**src/rtl/axi4_split_custom_if.sv**
```systemverilog
// axi4_split_custom_if: AXI4-Stream channel bundle (data, user, keep, last, valid/ready)
interface axi4_split_custom_if #(
  parameter int TDATA_L = 512,
  parameter int TUSER_L = 81,
  parameter int TKEEP_L = 16
);
  logic [TDATA_L-1:0] tdata;
  logic [TUSER_L-1:0] tuser;
  logic [TKEEP_L-1:0] tkeep;
  logic tlast;
  logic tvalid;
  logic tready;
  modport master (output tdata, tuser, tkeep, tlast, tvalid, input tready);
  modport slave (input tdata, tuser, tkeep, tlast, tvalid, output tready);
endinterface

```
**src/rtl/axi4_split_custom.sv**
```systemverilog
// axi4_split_custom: 1:2 AXI4-Stream packet router, whole packets steered by a tuser bit at SOP
module axi4_split_custom #(
  parameter int TDATA_L  = 512,
  parameter int TUSER_L  = 81,
  parameter int TKEEP_L  = 16,
  parameter int DEST_BIT = 0,
  parameter int CNT_W    = 16
) (
  input  logic                 clk,
  input  logic                 rst_n,
  input  logic [1:0]           m_dest_block,
  axi4_split_custom_if.slave   s0,
  axi4_split_custom_if.master  m0,
  axi4_split_custom_if.master  m1,
  output logic [CNT_W-1:0]     pkt_cnt0,
  output logic [CNT_W-1:0]     pkt_cnt1
);
  typedef enum logic {SOP, BODY} state_t;
  state_t state, state_n;
  logic dest_r, dest_n, dest_c, dest, acc;
  logic [1:0] free;
  assign free = {!m1.tvalid || m1.tready, !m0.tvalid || m0.tready};
  assign dest_c = s0.tuser[DEST_BIT];
  assign dest = (state == SOP) ? dest_c : dest_r;
  // m_dest_block only gates packet starts; a packet in flight always completes
  assign s0.tready = (state == SOP) ? free[dest_c] && !m_dest_block[dest_c] : free[dest_r];
  assign acc = s0.tvalid && s0.tready;
  always_ff @(posedge clk or negedge rst_n)
    if (!rst_n) begin
      state  <= SOP;
      dest_r <= 1'b0;
    end else begin
      state  <= state_n;
      dest_r <= dest_n;
    end
  always_comb begin
    state_n = acc ? (s0.tlast ? SOP : BODY) : state;
    dest_n = (acc && state == SOP) ? dest_c : dest_r;
  end
  // Loading wins over draining so a slice can take a new beat in the cycle it empties
  always_ff @(posedge clk or negedge rst_n)
    if (!rst_n) begin
      m0.tvalid <= 1'b0;
      m0.tdata  <= '0;
      m0.tuser  <= '0;
      m0.tkeep  <= '0;
      m0.tlast  <= 1'b0;
      pkt_cnt0  <= '0;
    end else begin
      if (acc && !dest) begin
        m0.tvalid <= 1'b1;
        m0.tdata  <= s0.tdata;
        m0.tuser  <= s0.tuser;
        m0.tkeep  <= s0.tkeep;
        m0.tlast  <= s0.tlast;
      end else if (m0.tready) m0.tvalid <= 1'b0;
      pkt_cnt0 <= pkt_cnt0 + CNT_W'(m0.tvalid && m0.tready && m0.tlast);
    end
  always_ff @(posedge clk or negedge rst_n)
    if (!rst_n) begin
      m1.tvalid <= 1'b0;
      m1.tdata  <= '0;
      m1.tuser  <= '0;
      m1.tkeep  <= '0;
      m1.tlast  <= 1'b0;
      pkt_cnt1  <= '0;
    end else begin
      if (acc && dest) begin
        m1.tvalid <= 1'b1;
        m1.tdata  <= s0.tdata;
        m1.tuser  <= s0.tuser;
        m1.tkeep  <= s0.tkeep;
        m1.tlast  <= s0.tlast;
      end else if (m1.tready) m1.tvalid <= 1'b0;
      pkt_cnt1 <= pkt_cnt1 + CNT_W'(m1.tvalid && m1.tready && m1.tlast);
    end
endmodule

```
**src/flat_wrapper.sv**
```systemverilog
// flat-port wrapper written by rule: the top's interface ports become plain ports
module axi4_split_custom_flat 
#(
  parameter int TDATA_L  = 512,
  parameter int TUSER_L  = 81,
  parameter int TKEEP_L  = 16,
  parameter int DEST_BIT = 0,
  parameter int CNT_W    = 16
)
  (clk, rst_n, m_dest_block, pkt_cnt0, pkt_cnt1, s0_tdata, s0_tuser, s0_tkeep, s0_tlast, s0_tvalid, s0_tready, m0_tdata, m0_tuser, m0_tkeep, m0_tlast, m0_tvalid, m0_tready, m1_tdata, m1_tuser, m1_tkeep, m1_tlast, m1_tvalid, m1_tready);
  axi4_split_custom_if #(.TDATA_L(TDATA_L), .TUSER_L(TUSER_L), .TKEEP_L(TKEEP_L)) s0_i ();
  axi4_split_custom_if #(.TDATA_L(TDATA_L), .TUSER_L(TUSER_L), .TKEEP_L(TKEEP_L)) m0_i ();
  axi4_split_custom_if #(.TDATA_L(TDATA_L), .TUSER_L(TUSER_L), .TKEEP_L(TKEEP_L)) m1_i ();
  input  logic clk;
  input  logic rst_n;
  input  logic [1:0] m_dest_block;
  output logic [CNT_W-1:0] pkt_cnt0;
  output logic [CNT_W-1:0] pkt_cnt1;
  input wire logic [$bits(s0_i.tdata)-1:0] s0_tdata;
  input wire logic [$bits(s0_i.tuser)-1:0] s0_tuser;
  input wire logic [$bits(s0_i.tkeep)-1:0] s0_tkeep;
  input wire logic [$bits(s0_i.tlast)-1:0] s0_tlast;
  input wire logic [$bits(s0_i.tvalid)-1:0] s0_tvalid;
  output wire logic [$bits(s0_i.tready)-1:0] s0_tready;
  output wire logic [$bits(m0_i.tdata)-1:0] m0_tdata;
  output wire logic [$bits(m0_i.tuser)-1:0] m0_tuser;
  output wire logic [$bits(m0_i.tkeep)-1:0] m0_tkeep;
  output wire logic [$bits(m0_i.tlast)-1:0] m0_tlast;
  output wire logic [$bits(m0_i.tvalid)-1:0] m0_tvalid;
  input wire logic [$bits(m0_i.tready)-1:0] m0_tready;
  output wire logic [$bits(m1_i.tdata)-1:0] m1_tdata;
  output wire logic [$bits(m1_i.tuser)-1:0] m1_tuser;
  output wire logic [$bits(m1_i.tkeep)-1:0] m1_tkeep;
  output wire logic [$bits(m1_i.tlast)-1:0] m1_tlast;
  output wire logic [$bits(m1_i.tvalid)-1:0] m1_tvalid;
  input wire logic [$bits(m1_i.tready)-1:0] m1_tready;
  assign s0_i.tdata = s0_tdata;
  assign s0_i.tuser = s0_tuser;
  assign s0_i.tkeep = s0_tkeep;
  assign s0_i.tlast = s0_tlast;
  assign s0_i.tvalid = s0_tvalid;
  assign s0_tready = s0_i.tready;
  assign m0_tdata = m0_i.tdata;
  assign m0_tuser = m0_i.tuser;
  assign m0_tkeep = m0_i.tkeep;
  assign m0_tlast = m0_i.tlast;
  assign m0_tvalid = m0_i.tvalid;
  assign m0_i.tready = m0_tready;
  assign m1_tdata = m1_i.tdata;
  assign m1_tuser = m1_i.tuser;
  assign m1_tkeep = m1_i.tkeep;
  assign m1_tlast = m1_i.tlast;
  assign m1_tvalid = m1_i.tvalid;
  assign m1_i.tready = m1_tready;
  axi4_split_custom #(.TDATA_L(TDATA_L), .TUSER_L(TUSER_L), .TKEEP_L(TKEEP_L), .DEST_BIT(DEST_BIT), .CNT_W(CNT_W)) u_core (.clk(clk), .rst_n(rst_n), .m_dest_block(m_dest_block), .s0(s0_i), .m0(m0_i), .m1(m1_i), .pkt_cnt0(pkt_cnt0), .pkt_cnt1(pkt_cnt1));
endmodule
```
**config.mk**
```make
export PLATFORM = sky130hd
export DESIGN_NAME = axi4_split_custom_flat
export DESIGN_NICKNAME = d
export VERILOG_FILES = /design/src/rtl/axi4_split_custom_if.sv /design/src/rtl/axi4_split_custom.sv /design/src/flat_wrapper.sv
export SDC_FILE = /design/constraint.sdc
export NUM_CORES = 2
export LEC_CHECK = 0
export CORE_AREA = 2 2 729 731
export CTS_CLUSTER_DIAMETER = 80
export DETAILED_ROUTE_END_ITERATION = 8
export DIE_AREA = 0 0 731 733
export HOLD_SLACK_MARGIN = 0.06
export SYNTH_ARGS = -nofsm -noshare
export SYNTH_HDL_FRONTEND = slang
export SYNTH_SLANG_ARGS = --single-unit
```
**constraint.sdc**
```tcl
create_clock -name clk -period 2.4 [get_ports clk]
set_input_delay 0.48 -clock clk [delete_from_list [all_inputs] [get_ports clk]]
set_output_delay 0.48 -clock clk [all_outputs]
set_load 0.02 [all_outputs]
```
## After elaboration in Yosys (flattened, before gate mapping)

Cells that the tools add are included.

- Register bits: 1256
- Bits in latches: 0
- Bits in writable memories: 0
- ROM bits: 0
- Bits of input ports: 617
- Output and inout port bits: 1255
- Word-level logic and storage cells: 49
- Memories kept: 0

- $add $sub $neg: 2
- Multipliers: 0
- Div/mod/pow operators: 0
- Order comparisons: 2
- Eq/ne operators: 0
- Shift-type cells: 0
- Multiplexer cells: 13
- Bitwise operators: 1
- Reduce and logical (&&, ||, !) cells: 17

Operators with widths:

| kind | number |
|---|---|
| adder 16 x 1 -> 16 bit | 2 |
| two-way mux 1 bit | 13 |
| logical AND 1 bit | 9 |
| zero test 1 bit | 4 |
| less-than comparator 1 x 2 -> 1 bit, second input constant | 2 |
| nonzero test 2 bit | 2 |
| logical OR 1 bit | 2 |
| NOT 1 bit | 1 |

## Longest topological paths before layout

- Depth after elaboration: 9
- Mapped depth: 7
- Depth with buffers taken out: 7

## Least setup slack after synthesis

No wires, ideal clock.

- Path type: input to register
- From: input port m1_tready
- To: register u_core.m1.tdata[509]
- Library setup time: 128 ps
- Data arrival time: 1670 ps
- Data required time: 2272 ps
- Setup slack: 602 ps
- Stages: 5
- Buffers on the path: 2
- Cell sequence: nand2b_1 nand3_1 clkbuf_1 buf_2 mux2_1

- Cells in the longest elaborated chain, start to end: 7
- Elaborated cells on any way between the ends: 9
- Classes of those cells: mux (5); reduce/logical (4)

Ends and longest elaborated chain:

| element | RTL line | text |
|---|---|---|
| start: declaration | flat_wrapper.sv:36 | `input wire logic [$bits(m1_i.tready)-1:0] m1_tready;` |
| logical OR 1 bit * | axi4_split_custom.sv:22 | `assign free = {!m1.tvalid \|\| m1.tready, !m0.tvalid \|\| m0.tready};` |
| two-way mux 1 bit (not written as such) (2 in series) | axi4_split_custom.sv:26 | `assign s0.tready = (state == SOP) ? free[dest_c] && !m_dest_block[dest_c] : free[dest_r];` |
| logical AND 1 bit | axi4_split_custom.sv:26 |  |
| two-way mux 1 bit * | axi4_split_custom.sv:26 |  |
| logical AND 1 bit * | axi4_split_custom.sv:27 | `assign acc = s0.tvalid && s0.tready;` |
| logical AND 1 bit * | axi4_split_custom.sv:68 | `if (acc && dest) begin` |
| end: declaration | axi4_split_custom_if.sv:13 | `modport master (output tdata, tuser, tkeep, tlast, tvalid, input tready);` |

Every way passes the cells marked *; elsewhere a longest branch is shown, timed or not. The select of a mux whose other input is x is not followed.
A chain may end at the register's enable or synchronous reset.

## Final worst setup path

- From: input port s0_tuser[0]
- To: output port s0_tready

- Cells in the longest elaborated chain, start to end: 5
- Elaborated cells on any way between the ends: 7
- Classes of those cells: mux (5); reduce/logical (2)

Ends and longest elaborated chain:

| element | RTL line | text |
|---|---|---|
| start: declaration | flat_wrapper.sv:20 | `input wire logic [$bits(s0_i.tuser)-1:0] s0_tuser;` |
| two-way mux 1 bit (not written as such) (2 in series) | axi4_split_custom.sv:26 |  |
| zero test 1 bit | axi4_split_custom.sv:26 |  |
| logical AND 1 bit * | axi4_split_custom.sv:26 |  |
| two-way mux 1 bit * | axi4_split_custom.sv:26 |  |
| end: declaration | flat_wrapper.sv:24 | `output wire logic [$bits(s0_i.tready)-1:0] s0_tready;` |

Marks and branches as above.

==> impl_metrics.py <==
metrics = {
    "critical_path": {
        "worst-path-buf-inv": 5,
        "reg2reg_setup_slack_ns": 0.20,
        "critPathSlowestCell": "clkdlybuf4s50_1",
        "r2r-start": "u_core.state",
        "slowest_delay_ns": 0.46,
        "crit_arrival_ns": 2.02,
        "ff2ff_path_depth": 6,
        "path_cells": "clkdlybuf4s50_1, buf_4, buf_4, buf_4, nor2_1, a32o_2, nor2_2, a21oi_2, buf_12",
        "critPathMaxFanout": 4,
        "crit_path_frequent_cell": "buf_4",
        "crit_path_end_kind": "primary output",
        "path_delay_family": "buffers and inverters",
        "cp.required_ns": 1.92,
        "regToRegEndpoint": "u_core.m0.tdata[324]",
        "crit_type": "primary input to primary output",
        "start_kind": "primary input",
    },
    "routing": {
        "via_count": 34430,
        "drt_iter0_drc": 1471,
        "wl_per_cell_um": 33.55,
        "ant_nets": 0,
        "firstDrtPassIters": 4,
        "drc": 0,
        "drt_wl_total_um": 403300,
        "viasPerCell": 2.864,
    },
    "timing": {
        "holdWs_ns": 0.2047,
        "max_slew.worst_pin.slew_ns": 0.6617,
        "report.final.slew_viol_count": 0,
        "final-hold-violation-count": 0,
        "max-slew-margin-rel_pct": 56.06,
        "setup_viol": 1,
        "skew_ns": 0.06450,
        "setup_ws_ns": -0.09540,
        "fmax_mhz": 400.7,
        "finalCritPeriodShare_pct": 104.0,
        "rsz0062_at_grt": "yes",
        "period_needed_ns": 2.495,
    },
    "grt": {
        "grt-ovfl-total": 0,
        "track_usage_pct": 14.52,
        "grt_use_met3_pct": 12.36,
        "grt_pass1_vias": 35200,
        "grt_pass1_wl_um": 481200,
        "grt_max_degree": 94,
        "met1_usage_pct": 14.24,
        "top_usage_layer": "met2",
        "antenna_found_initial": 449,
        "grtUsageMet2_pct": 21.77,
    },
    "power": {
        "power_frac_comb_pct": 39.5,
        "swShare_pct": 41.20,
        "ir_drop_mv": 0.6474,
        "power_frac_clock_pct": 25.6,
        "p_sw_mw": 39.91,
        "power_density_nw_per_um2": 1221,
        "seqPwrFrac_pct": 34.9,
        "power_mw": 96.87,
        "p_int_mw": 56.97,
        "p_leak_nw": 33.02,
    },
    "synth": {
        "synth_top_area_cell": "dfrtp_1",
        "synth-edff-count": 0,
        "syn_inst": 2716,
        "synth.avg_cell_area_um2": 17.30,
        "ys_ff_latch": 1256,
        "synth_common_cells": "1256 x dfrtp_1, 1178 x mux2_1, 62 x buf_2",
        "synth-xor-area-share_pct": 0.5218,
        "synth_cell_types": 30,
        "synth_top_area_share_pct": 66.88,
        "yosysMostFrequentCell": "dfrtp_1",
        "synth_compound_area_share_pct": 0.1198,
        "yosys_warnings": 0,
        "yosysSeqAreaShare_pct": 66.88,
        "syn-num-nets": 3339,
        "synthArstFlopShare_pct": 100.0,
        "synth_fa_ha_area_share_pct": 0.1597,
        "synth-simple-area-share_pct": 0.6763,
        "synth_top_family_by_area": "multiplexers",
        "synth.area.top_cells": "dfrtp_1 67%, mux2_1 28%, buf_6 1.4%, mux2_2 1.0%, buf_2 0.66%",
        "synth_ff_type": "dfrtp_1",
        "synth_mux_area_share_pct": 29.28,
        "synth_area_um2": 46990,
    },
    "floorplan": {
        "die-area_um2": 535800,
        "std_cell_rows": 267,
        "die_h_um": 733,
        "initial_utilization_pct": 8.909,
        "die_w_um": 731,
        "core_area_um2": 527500,
        "io-pin-count": 1872,
    },
    "layout": {
        "design_area_um2": 79330,
        "finalNonFillerCells": 12020,
        "nets": 5396,
        "area_growth_pct": 68.80,
        "drive_gt1_share_pct": 12.50,
    },
    "clock_tree": {
        "cts.sinks": 1256,
        "insertion_delay_ns": 0.91,
        "cts_made_buffers": 158,
        "ctsLongestPathBuffers": 4,
        "ctsHtreeMaxLevel": 4,
        "cts_tree": "done",
        "clk_root_buffer_cell": "clkbuf_16",
        "clk_pin_slew_worst_paths_ns": 0.06,
    },
    "placement": {
        "dp_cells": 11600,
        "gp_congestion": 0.9810,
        "hpwl_um": 359900,
        "port_buffers": 1871,
        "place_ws_ns": -0.3748,
        "placed_area_um2": 74880,
    },
    "hold_path": {
        "hp-start": "s0_tdata[150]",
        "min_path_type": "primary input to flip-flop",
        "whs_path_depth": 2,
        "min_to": "u_core.m1.tdata[150]",
    },
    "status": {
        "outcome": "finished, violations left",
        "violations": "negative setup slack",
    },
    "run": {
        "maxCapViolations": 0,
    },
}
## logic make-up (layout without fill, tap and decap cells)
group                      count (synthesis)  in the layout
and+or+nand+nor                           59             59
muxes                                   1222           1222
other                                      0            132
DFF                                     1256           1256
buffers and inverters                    138           2318
AOI/OAI and AO/OA                          7              7
xor gates and xnor gates                  28             28
adders and majority gates                  6              6
## cell usage in the layout, fill, tap and decap left out, types with 3 or more instances in the layout
master	instances
and3_1	7
and4_1	3
buf_12	48
buf_4	236
bufinv_16	9
clkbuf_1	31
clkbuf_16	158
clkbuf_8	32
clkdlybuf4s15_1	15
clkdlybuf4s15_2	20
clkdlybuf4s50_1	671
clkinv_16	5
clkinv_2	24
clkinv_8	3
clkinvlp_4	4
dfrtp_1	1256
diode_2	132
dlygate4sd2_1	1035
ha_1	6
inv_16	3
inv_6	3
inv_8	9
mux2_1	1178
mux2_2	43
nand2_1	12
nand3_1	12
nand4_1	7
nor2_1	5
nor3_1	5
xnor2_1	17
xor2_1	11
## power groups by stage
stage	Sequential, mW	Combinational [mW]	Clock (mW)
final	33.8	38.3	24.8
after global routing	34.7	40.0	26.3
after CTS	33.9	39.5	25.7
after detailed placement	34.4	44.1	0
after global placement	34.2	44.0	0
after floorplan	43.1	6.36	0
## worst max-delay path by stage
stage / endpoint / cells past startpoint / start
after detailed placement: u_core.m0.tdata[47] / 8 / s0_tuser[0]
after global placement: u_core.m0.tdata[56] / 8 / s0_tuser[0]
after global routing: s0_tready / 5 / u_core.m1.tvalid
final: s0_tready / 9 / s0_tuser[0]
after CTS: s0_tready / 6 / u_core.m1.tvalid
after floorplan: u_core.m1.tdata[509] / 5 / m1_tready
## per-layer routing
| metal | share of wire (%) | vias up |
|---|---|---|
| met5 | 0.60 | - |
| met4 | 5.1 | 362 |
| met3 | 19 | 928 |
| met2 | 42 | 1914 |
| met1 | 33 | 17210 |
| li1 | - | 14010 |
## through the flow
stage	utilization [%]	TNS, ns
6_report	15.04	-0.09540
4_1_cts	14.97	-0.2861
3_3_place_gp	14.19	-319.99
2_1_floorplan	-	0
5_1_grt	15.01	-0.1821
3_5_place_dp	14.19	-280.95
## layout make-up
cell class,instances,area [um2]
Sequential cell,1256,31430
Antenna cell,132,330.3
Timing Repair Buffer,2033,18980
Inverter,2,7.507
Tap cell,6994,8751
Multi-Input combinational cell,1322,14490
Clock inverter,62,824.5
Clock buffer,221,4511
Fill cell,58970,448200
## flip-flops by register name, indices dropped and copies added, names as in the netlist, 16 cells and up
name and count:
u_core.m0.tdata 512, u_core.m1.tdata 512, u_core.pkt_cnt1 16, u_core.m1.tkeep 16
u_core.m1.tuser 81, u_core.m0.tkeep 16, u_core.pkt_cnt0 16, u_core.m0.tuser 81
## what timing repair did
item | 4_1_cts | 5_1_grt
gates resized for setup | 1134 | 9
gates cloned | 0 | 0
endpoints found under the setup margin | 1075 | 5
buffers inserted | 2 | 2
hold buffers | 2 | 0
hold endpoints to repair | 703 | 0
pin swaps | 0 | 2
Note: power is estimated with default switching activity, not from simulation.
